## src/rtl/rmii_rx_framer_pkg.sv

```systemverilog
// Shared definitions for the RMII receive framer: state encoding, preamble/SFD dibits and CRC-32 constants.
package rmii_pkg;

  typedef enum logic [1:0] {
    ST_DROP = 2'd0,
    ST_IDLE = 2'd1,
    ST_PRE  = 2'd2,
    ST_DATA = 2'd3
  } state_t;

  localparam logic [1:0]  PRE_DIBIT      = 2'b01;
  localparam logic [1:0]  SFD_LAST_DIBIT = 2'b11;
  localparam logic [31:0] CRC_POLY       = 32'hEDB88320;
  localparam logic [31:0] CRC_RESIDUE    = 32'hDEBB20E3;

endpackage

```

## src/rtl/rmii_rx_framer_crc.sv

```systemverilog
// crc32_d2: reflected CRC-32, two bits per clock (bit0 first), with synchronous init and enable.
module crc32_d2
  import rmii_pkg::*;
(
  input  logic        i_clk,
  input  logic        i_rst,
  input  logic        i_init,
  input  logic        i_en,
  input  logic [1:0]  i_din,
  output logic [31:0] o_crc
);

  logic [31:0] r_crc;
  logic [31:0] w_crc;

  always_comb begin
    w_crc = r_crc;
    for (int i = 0; i < 2; i++) begin
      w_crc = {1'b0, w_crc[31:1]} ^ (((w_crc[0] ^ i_din[i]) == 1'b1) ? CRC_POLY : 32'h0);
    end
  end

  always_ff @(posedge i_clk or posedge i_rst) begin
    if (i_rst) begin
      r_crc <= 32'hFFFF_FFFF;
    end else if (i_init) begin
      r_crc <= 32'hFFFF_FFFF;
    end else if (i_en) begin
      r_crc <= w_crc;
    end
  end

  assign o_crc = r_crc;

endmodule

```

## src/rtl/rmii_rx_framer.sv

```systemverilog
// RMII receive framer: preamble/SFD lock, dibit-to-byte assembly, SOF/EOF/ERR framing, good-frame counter.
// Optional CRC-32 check and CRC_OK output when RMII_RX_CRC_EN is defined.
module rmii_rx_framer
  import rmii_pkg::*;
#(
  parameter int unsigned MIN_PRE_DIBITS = 8,
  parameter int unsigned MIN_LEN        = 64,
  parameter int unsigned MAX_LEN        = 1522
) (
  input  logic        RMII_CLK,
  input  logic        RST,
  input  logic        RMII_CRS_DV,
  input  logic [1:0]  RMII_RX,
  output logic [7:0]  RX_DATA,
  output logic        RX_VALID,
  output logic        RX_SOF,
  output logic        RX_EOF,
  output logic        RX_ERR,
  output logic [15:0] FRAME_CNT
`ifdef RMII_RX_CRC_EN
  ,
  output logic        CRC_OK
`endif
);

  localparam int unsigned PRE_W  = $clog2(MIN_PRE_DIBITS) + 1;
  localparam int unsigned BCNT_W = 11;

  state_t              r_state, w_state;
  logic [PRE_W-1:0]    r_pre_cnt, w_pre_cnt;
  logic [1:0]          r_k, w_k;
  logic [5:0]          r_shift, w_shift;
  logic [7:0]          r_hold, w_hold;
  logic                r_hold_full, w_hold_full;
  logic                r_hold_sof, w_hold_sof;
  logic [BCNT_W-1:0]   r_byte_cnt, w_byte_cnt;
  logic [7:0]          r_data, w_data;
  logic                r_valid, w_valid;
  logic                r_sof, w_sof;
  logic                r_eof, w_eof;
  logic                r_err, w_err;
  logic [15:0]         r_frame_cnt, w_frame_cnt;
  logic [7:0]          w_byte;
  logic                w_crc_bad;

`ifdef RMII_RX_CRC_EN
  logic [31:0] w_crc;
  logic        w_crc_init;
  logic        w_crc_en;
  logic        r_crc_ok;

  assign w_crc_init = (r_state == ST_PRE) && (w_state == ST_DATA);
  assign w_crc_en   = (r_state == ST_DATA) && RMII_CRS_DV;

  crc32_d2 u_crc (
    .i_clk  (RMII_CLK),
    .i_rst  (RST),
    .i_init (w_crc_init),
    .i_en   (w_crc_en),
    .i_din  (RMII_RX),
    .o_crc  (w_crc)
  );

  assign w_crc_bad = (w_crc != CRC_RESIDUE);

  // CRC_OK is a level that only moves when a frame ends
  always_ff @(posedge RMII_CLK or posedge RST) begin
    if (RST) begin
      r_crc_ok <= 1'b0;
    end else if (w_valid && w_eof) begin
      r_crc_ok <= !w_crc_bad;
    end
  end

  assign CRC_OK = r_crc_ok;
`else
  assign w_crc_bad = 1'b0;
`endif

  assign w_byte = {RMII_RX, r_shift};

  always_comb begin
    w_state     = r_state;
    w_pre_cnt   = r_pre_cnt;
    w_k         = r_k;
    w_shift     = r_shift;
    w_hold      = r_hold;
    w_hold_full = r_hold_full;
    w_hold_sof  = r_hold_sof;
    w_byte_cnt  = r_byte_cnt;
    w_data      = r_data;
    w_valid     = 1'b0;
    w_sof       = 1'b0;
    w_eof       = 1'b0;
    w_err       = 1'b0;
    w_frame_cnt = r_frame_cnt;

    unique case (r_state)
      ST_DROP: begin
        if (!RMII_CRS_DV) w_state = ST_IDLE;
      end
      ST_IDLE: begin
        if (RMII_CRS_DV && (RMII_RX == PRE_DIBIT)) begin
          w_state   = ST_PRE;
          w_pre_cnt = '0;
        end
      end
      ST_PRE: begin
        if (!RMII_CRS_DV) begin
          w_state = ST_IDLE;
        end else if (RMII_RX == PRE_DIBIT) begin
          if (r_pre_cnt != '1) w_pre_cnt = r_pre_cnt + PRE_W'(1);
        end else if ((RMII_RX == SFD_LAST_DIBIT) && (r_pre_cnt >= PRE_W'(MIN_PRE_DIBITS - 1))) begin
          w_state     = ST_DATA;
          w_k         = 2'd0;
          w_byte_cnt  = '0;
          w_hold_full = 1'b0;
        end else begin
          w_state = ST_DROP;
        end
      end
      ST_DATA: begin
        if (RMII_CRS_DV) begin
          w_k = r_k + 2'd1;
          unique case (r_k)
            2'd0:    w_shift[1:0] = RMII_RX;
            2'd1:    w_shift[3:2] = RMII_RX;
            2'd2:    w_shift[5:4] = RMII_RX;
            default: ;
          endcase
          if (r_k == 2'd3) begin
            w_data = r_hold;
            w_sof  = r_hold_sof;
            // byte MAX_LEN+1 just completed: flush the held byte as a failed end
            if (r_byte_cnt == BCNT_W'(MAX_LEN)) begin
              w_valid     = r_hold_full;
              w_eof       = 1'b1;
              w_err       = 1'b1;
              w_hold_full = 1'b0;
              w_state     = ST_DROP;
            end else begin
              w_valid     = r_hold_full;
              w_hold      = w_byte;
              w_hold_full = 1'b1;
              w_hold_sof  = (r_byte_cnt == '0);
              if (r_byte_cnt != '1) w_byte_cnt = r_byte_cnt + BCNT_W'(1);
            end
          end
        end else begin
          w_state = ST_IDLE;
          if (r_hold_full) begin
            w_valid     = 1'b1;
            w_data      = r_hold;
            w_sof       = r_hold_sof;
            w_eof       = 1'b1;
            w_err       = (r_k != 2'd0) || (r_byte_cnt < BCNT_W'(MIN_LEN)) || w_crc_bad;
            w_hold_full = 1'b0;
            if (!w_err) w_frame_cnt = r_frame_cnt + 16'd1;
          end
        end
      end
      default: w_state = ST_DROP;
    endcase
  end

  always_ff @(posedge RMII_CLK or posedge RST) begin
    if (RST) begin
      r_state     <= ST_DROP;
      r_pre_cnt   <= '0;
      r_k         <= 2'd0;
      r_shift     <= '0;
      r_hold      <= '0;
      r_hold_full <= 1'b0;
      r_hold_sof  <= 1'b0;
      r_byte_cnt  <= '0;
      r_data      <= '0;
      r_valid     <= 1'b0;
      r_sof       <= 1'b0;
      r_eof       <= 1'b0;
      r_err       <= 1'b0;
      r_frame_cnt <= '0;
    end else begin
      r_state     <= w_state;
      r_pre_cnt   <= w_pre_cnt;
      r_k         <= w_k;
      r_shift     <= w_shift;
      r_hold      <= w_hold;
      r_hold_full <= w_hold_full;
      r_hold_sof  <= w_hold_sof;
      r_byte_cnt  <= w_byte_cnt;
      r_data      <= w_data;
      r_valid     <= w_valid;
      r_sof       <= w_valid & w_sof;
      r_eof       <= w_valid & w_eof;
      r_err       <= w_valid & w_err;
      r_frame_cnt <= w_frame_cnt;
    end
  end

  assign RX_DATA   = r_data;
  assign RX_VALID  = r_valid;
  assign RX_SOF    = r_sof;
  assign RX_EOF    = r_eof;
  assign RX_ERR    = r_err;
  assign FRAME_CNT = r_frame_cnt;

endmodule

```

## config.mk

```make
export PLATFORM = sky130hd
export DESIGN_NAME = rmii_rx_framer
export DESIGN_NICKNAME = d
export VERILOG_FILES = /design/src/rtl/rmii_rx_framer_pkg.sv /design/src/rtl/rmii_rx_framer_crc.sv /design/src/rtl/rmii_rx_framer.sv
export SDC_FILE = /design/constraint.sdc
export NUM_CORES = 1
export LEC_CHECK = 0
export ABC_AREA = 1
export CAP_MARGIN = 20
export CORE_ASPECT_RATIO = 1.1
export CORE_MARGIN = 8
export CORE_UTILIZATION = 25
export CTS_CLUSTER_SIZE = 16
export DETAILED_ROUTE_END_ITERATION = 10
export REMOVE_ABC_BUFFERS = 1
export SLEW_MARGIN = 10
export SYNTH_ARGS = -nofsm -noshare
export SYNTH_HDL_FRONTEND = slang
export SYNTH_HIERARCHICAL = 1
export SYNTH_SLANG_ARGS = --single-unit
```

## constraint.sdc

```tcl
create_clock -name RMII_CLK -period 2 [get_ports RMII_CLK]
set_input_delay 0.2 -clock RMII_CLK [delete_from_list [all_inputs] [get_ports RMII_CLK]]
set_output_delay 0.2 -clock RMII_CLK [all_outputs]
set_load 0.03 [all_outputs]
```

; ---- Word level (Yosys, flattened, before mapping)
; Cells that the tools add are included.
[classes]
add_sub_neg = 4
n_lt_le_gt_ge = 2
eq_ne = 26
muxes = 52
n_bitwise = 6
reduce_logical = 21
[op_table]
columns = op, n
row1 = 2-to-1 mux 11 bit, 7
row2 = 2-to-1 mux 2 bit, 12
row3 = 2-to-1 mux 8 bit, 3
row4 = != test 2 bit (second input constant), 11
row5 = one-hot mux 11 bit (2 select lines), 1
row6 = 2-to-1 mux 1 bit, 21
row7 = AND reduction 5 bit, 4
row8 = adder 16 x 1 -> 16 bit (second input constant), 1
row9 = 2-to-1 mux 4 bit, 4
row10 = AND reduction 3 bit, 4
row11 = adder 11 x 1 -> 11 bit (second input constant), 1
row12 = equality test 11 bit (second input constant), 1
row13 = zero test 11 bit, 1
row14 = less-than comparator 11 x 7 -> 1 bit (second input constant), 1
row15 = != test 11 bit (second input constant), 1
row16 = equality test 2 bit (second input constant), 5
row17 = != test 3 bit (second input constant), 3
row18 = one-hot mux 2 bit (4 select lines), 1
row19 = one-hot mux 4 bit (2 select lines), 1
row20 = AND reduction 4 bit, 2
row21 = AND reduction 8 bit, 1
row22 = nonzero test 2 bit, 4
row23 = equality test 2 x 1 -> 1 bit (second input constant), 3
row24 = adder 4 x 1 -> 4 bit (second input constant), 1
row25 = other kinds (11), 17
[word_totals]
regBits = 63
in_bits = 5
out_inout_bits = 28

; ---- Longest topological paths before layout
[depth]
word_depth = 6
depth_mapped = 11
depth_no_buf = 10

; ---- Least setup slack after synthesis
; No wires, ideal clock.
[synth_timing]
path_kind = flip-flop to flip-flop
from = register r_frame_cnt[1] (netlist: FRAME_CNT[1])
to = register r_frame_cnt[12] (netlist: FRAME_CNT[12])
arrival_ns = 1.402
t_required_ns = 1.880
setup_slack_ns = 0.477
stages_incl_launch_ff = 9
path_buffers = 0
period_less_slack_ns = 1.523
cell_sequence = dfrtp_1 -> ha_1 -> inv_1 -> nor2_1 -> nand3_1 -> nand2_1 -> inv_1 -> o21ai_1 -> nand2_1
[synth_via]
elab_chain_len = 1
[synth_rtl]
columns = element, line
row1 = start: declaration, rmii_rx_framer.sv:42  ; logic [15:0] r_frame_cnt, w_frame_cnt;
row2 = start signal: assignment, rmii_rx_framer.sv:196  ; r_frame_cnt <= w_frame_cnt;
row3 = adder 16 x 1 -> 16 bit, rmii_rx_framer.sv:158  ; if (!w_err) w_frame_cnt = r_frame_cnt + 16'd1;
; No other way between the ends.
; A chain may end at the register's enable or synchronous reset.

; ---- Worst setup path after layout
[layout_timing]
from = register r_byte_cnt[0]
to = register r_byte_cnt[1]
[layout_via]
elab_chain_len = 6
elab_cells_between_ends = 11
cone_classes = 1 x add/sub / 4 x eq/ne / 5 x mux / 1 x reduce/logical
[layout_rtl]
columns = element, line
row1 = start: declaration, rmii_rx_framer.sv:36  ; logic [BCNT_W-1:0] r_byte_cnt, w_byte_cnt;
row2 = start signal: assignment, rmii_rx_framer.sv:190  ; r_byte_cnt <= w_byte_cnt;
row3 = adder 11 x 1 -> 11 bit, rmii_rx_framer.sv:146  ; if (r_byte_cnt != '1) w_byte_cnt = r_byte_cnt + BCNT_W'(1);
row4 = 2-to-1 mux 11 bit, rmii_rx_framer.sv:146
row5 = 2-to-1 mux 11 bit, rmii_rx_framer.sv:135  ; if (r_byte_cnt == BCNT_W'(MAX_LEN)) begin
row6 = 2-to-1 mux 11 bit, rmii_rx_framer.sv:131  ; if (r_k == 2'd3) begin
row7 = 2-to-1 mux 11 bit, rmii_rx_framer.sv:123  ; if (RMII_CRS_DV) begin
row8 = one-hot mux 11 bit (2 select lines), rmii_rx_framer.sv:98  ; unique case (r_state)
; Parallel ways exist; a longest one is shown, timed or not. The select of a mux whose other input is x is not followed.

==> qor.yml <==
layout:
  stdcell_count: 624
  n_fill_cell: 1324
  multi_input_area_sq_mm: 0.00147
  layout-drive-gt1-share_pct: 8.42
  seqCellArea_sq_mm: 0.00158
  utilization_pct: 31.8
  fin_area_sq_mm: 0.00413
  final_net_count: 472
  diodes: 0
  area_growth_pct: 26.1
placed_design:
  postPlaceCellArea_sq_mm: 0.00381
  hpwl_microns: 5160
  gp_congestion: 0.827
  dp_cells: 608
  port_buffers: 32
logic_synthesis:
  synthDistinctLibCells: 29
  synth_common_cells: "nand2_1, dfrtp_1, inv_1"
  ys_warn_count: 6
  seq_area_frac_synth_pct: 48.1
  synth-compound-area-share_pct: 6.65
  synth_area_leaders: "dfrtp_1, nand2_1, o21ai_0, inv_1, xor2_1"
  synth-adder-area-share_pct: 3.44
  synth_top_area_share_pct: 48.1
  synth_cells: 416
  synth_edf_count: 0
  synth_top_family_by_area: "simple AND/OR/NAND/NOR gates"
  ys_async_sr_fraction_pct: 100
  synthSimpleGateAreaFrac_pct: 28.9
  yosysMostFrequentCell: "nand2_1"
  syn_area_per_cell_sq_um: 7.87
  synth_seq_cells: 63
  syn_area_sq_mm: 0.00328
  synth_mux_area_share_pct: 0.993
  synth_top_area_cell: "dfrtp_1"
  synth_flop_cell: "dfrtp_1"
  synth_xor_area_share_pct: 4.81
power:
  p_leak_nw: 2.00
  powerDensity_mw_per_mm2: 1070
  irDropWorstVdd_v: 0.000421
detailed_routing:
  drt_wl_total_microns: 7010
  drtIter0Drc: 151
  avgRoutedWirePerCell_microns: 11.2
  vias: 2662
  ant_nets: 0
  vias_per_cell: 4.27
  drc: 0
  drtPass1Iterations: 5
grt:
  first_global_vias: 2527
  grtUsageTotal_pct: 8.56
  grt_max_degree: 64
  antenna_found_initial: 0
  grt_pass1_wl_microns: 11900
  grt_overflow: 0
sta:
  slew_violations: 0
  fin_crit_sh_pct: 88.1
  setup_violations: 0
  tightestPinTransition_ns: 0.391
  rsz0062_at_grt: "false"
  post-route-min-period_ns: 1.76
  setup-tns-final_ns: 0
  slew_headroom_pct: 73.7
  skew_ns: 0.00946
  fmax_ghz: 0.568
  whs_ns: 0.271
  hold_viol: 0
clock_network:
  cts_root_buf: "clkbuf_16"
  insertion_delay_ns: 0.33
  cts.sinks: 63
  cts_buffers: 9
  cts_max_path_buffers: 2
  cts_max_level: 3
  path_clk_slew_ns: 0.05
  cts_tree: "done"
  post_cts_buffers: 0
  post_cts_resized: 0
  ctsHoldBuffers: 0
critical_path:
  arrival_ns: 2.02
  endpoint_kind: "flip-flop"
  r2r_slack_ns: 0.24
  cp_max_fo: 11
  worstPathRequired_ns: 2.26
  critPathKind: "flip-flop to flip-flop"
  cp-start-kind: "flip-flop"
die:
  boundaryPins: 33
  rows: 44
  die_width_microns: 125
  die_h_microns: 136
  start_util_pct: 25.2
  coreArea_sq_mm: 0.0130
  dieArea_sq_mm: 0.0170
run_status:
  status: "finished, final reports clean"
run:
  drv_cap: 0
min_path:
  hold_path_class: "input pin to asynchronous set/reset pin"
[where the power goes]
group / switching (mW) / internal [mW]
logic: 0.590 / 0.381
clock network: 0.560 / 1.12
registers: 0.190 / 1.55
total: 1.34 / 3.06
[layout make-up]
cell class / instances / share of cell area, %
timing repair buffer: 39 / 9.33
multi-input combinational: 298 / 35.5
inverter: 47 / 4.27
clock inverter: 5 / 1.97
sequential: 63 / 38.2
clock buffer: 11 / 5.88
tap: 161 / 4.88
[per-layer routing]
metal	vias up	routed length, microns	track usage [%]
met2	36	3140	13.4
met1	1225	3410	10.7
met3	12	317	2.43
met4	0	139	4.20
met5	-	0	0
li1	1389	-	-
[cell usage in the layout, fill, tap and decap left out, types with 2 or more instances in the layout]
cell type,count
bufinv_16,2
xor2_1,17
nor2_4,2
clkbuf_16,9
nor3_1,3
nand4_1,3
o211ai_1,2
o21ai_0,34
nand3_2,2
inv_2,4
nor2_1,34
buf_4,6
dfrtp_1,63
inv_1,43
nor2_2,5
clkdlybuf4s50_1,32
o21ai_1,2
ha_1,9
mux2_2,2
nand2_1,148
nand3_1,25
a21oi_1,3
[kinds of logic (layout without fill, tap and decap cells)]
group	after synthesis	after routing
and+or+nand+nor	226	226
DFF	63	63
buffers and inverters	55	102
AOI/OAI and AO/OA	42	42
xor gates and xnor gates	18	18
adders and majority gates	9	9
muxes	3	3
[final timing paths]
path / cells past startpoint / startpoint / endpoint
setup / recovery: 10 / r_byte_cnt[0]$_DFFE_PP0P_ / r_byte_cnt[1]$_DFFE_PP0P_
hold / removal: 3 / RST / RX_SOF$_DFF_PP0_
setup reg to reg: 10 / r_byte_cnt[0]$_DFFE_PP0P_ / r_byte_cnt[1]$_DFFE_PP0P_
hold reg to reg: 2 / RX_DATA[0]$_DFFE_PP0P_ / RX_DATA[0]$_DFFE_PP0P_
max in group asynchronous: 3 / RST / FRAME_CNT[15]$_DFFE_PP0P_
min in group RMII_CLK: 2 / RX_DATA[0]$_DFFE_PP0P_ / RX_DATA[0]$_DFFE_PP0P_
[per-stage QoR]
stage	setup WS, ns	total power [mW]
after global routing	0.0441	4.67
after CTS	0.238	4.45
final	0.238	4.40
after global placement	0.222	2.73
after floorplan	0.230	2.39
after detailed placement	0.162	2.76
[worst max-delay path: stages, from the launching register on]
cell     delay (ns)
dfrtp_1        0.41
inv_1          0.11
ha_1           0.16
nand2_1        0.05
nor2_1         0.11
nand3_1        0.16
nand3_1        0.11
nand2_1        0.12
nand2_1        0.32
nand2_1        0.09
nand2_1        0.07
[flip-flops by register name, summed over array words and instances, names as in the netlist]
register / count
r_hold: 8
RX_ERR: 1
RX_SOF: 1
r_state: 2
r_k: 2
RX_EOF: 1
r_byte_cnt: 11
RX_DATA: 8
r_pre_cnt: 4
RX_VALID: 1
r_hold_full: 1
r_hold_sof: 1
r_shift: 6
FRAME_CNT: 16
Note: power is estimated with default switching activity, not from simulation.
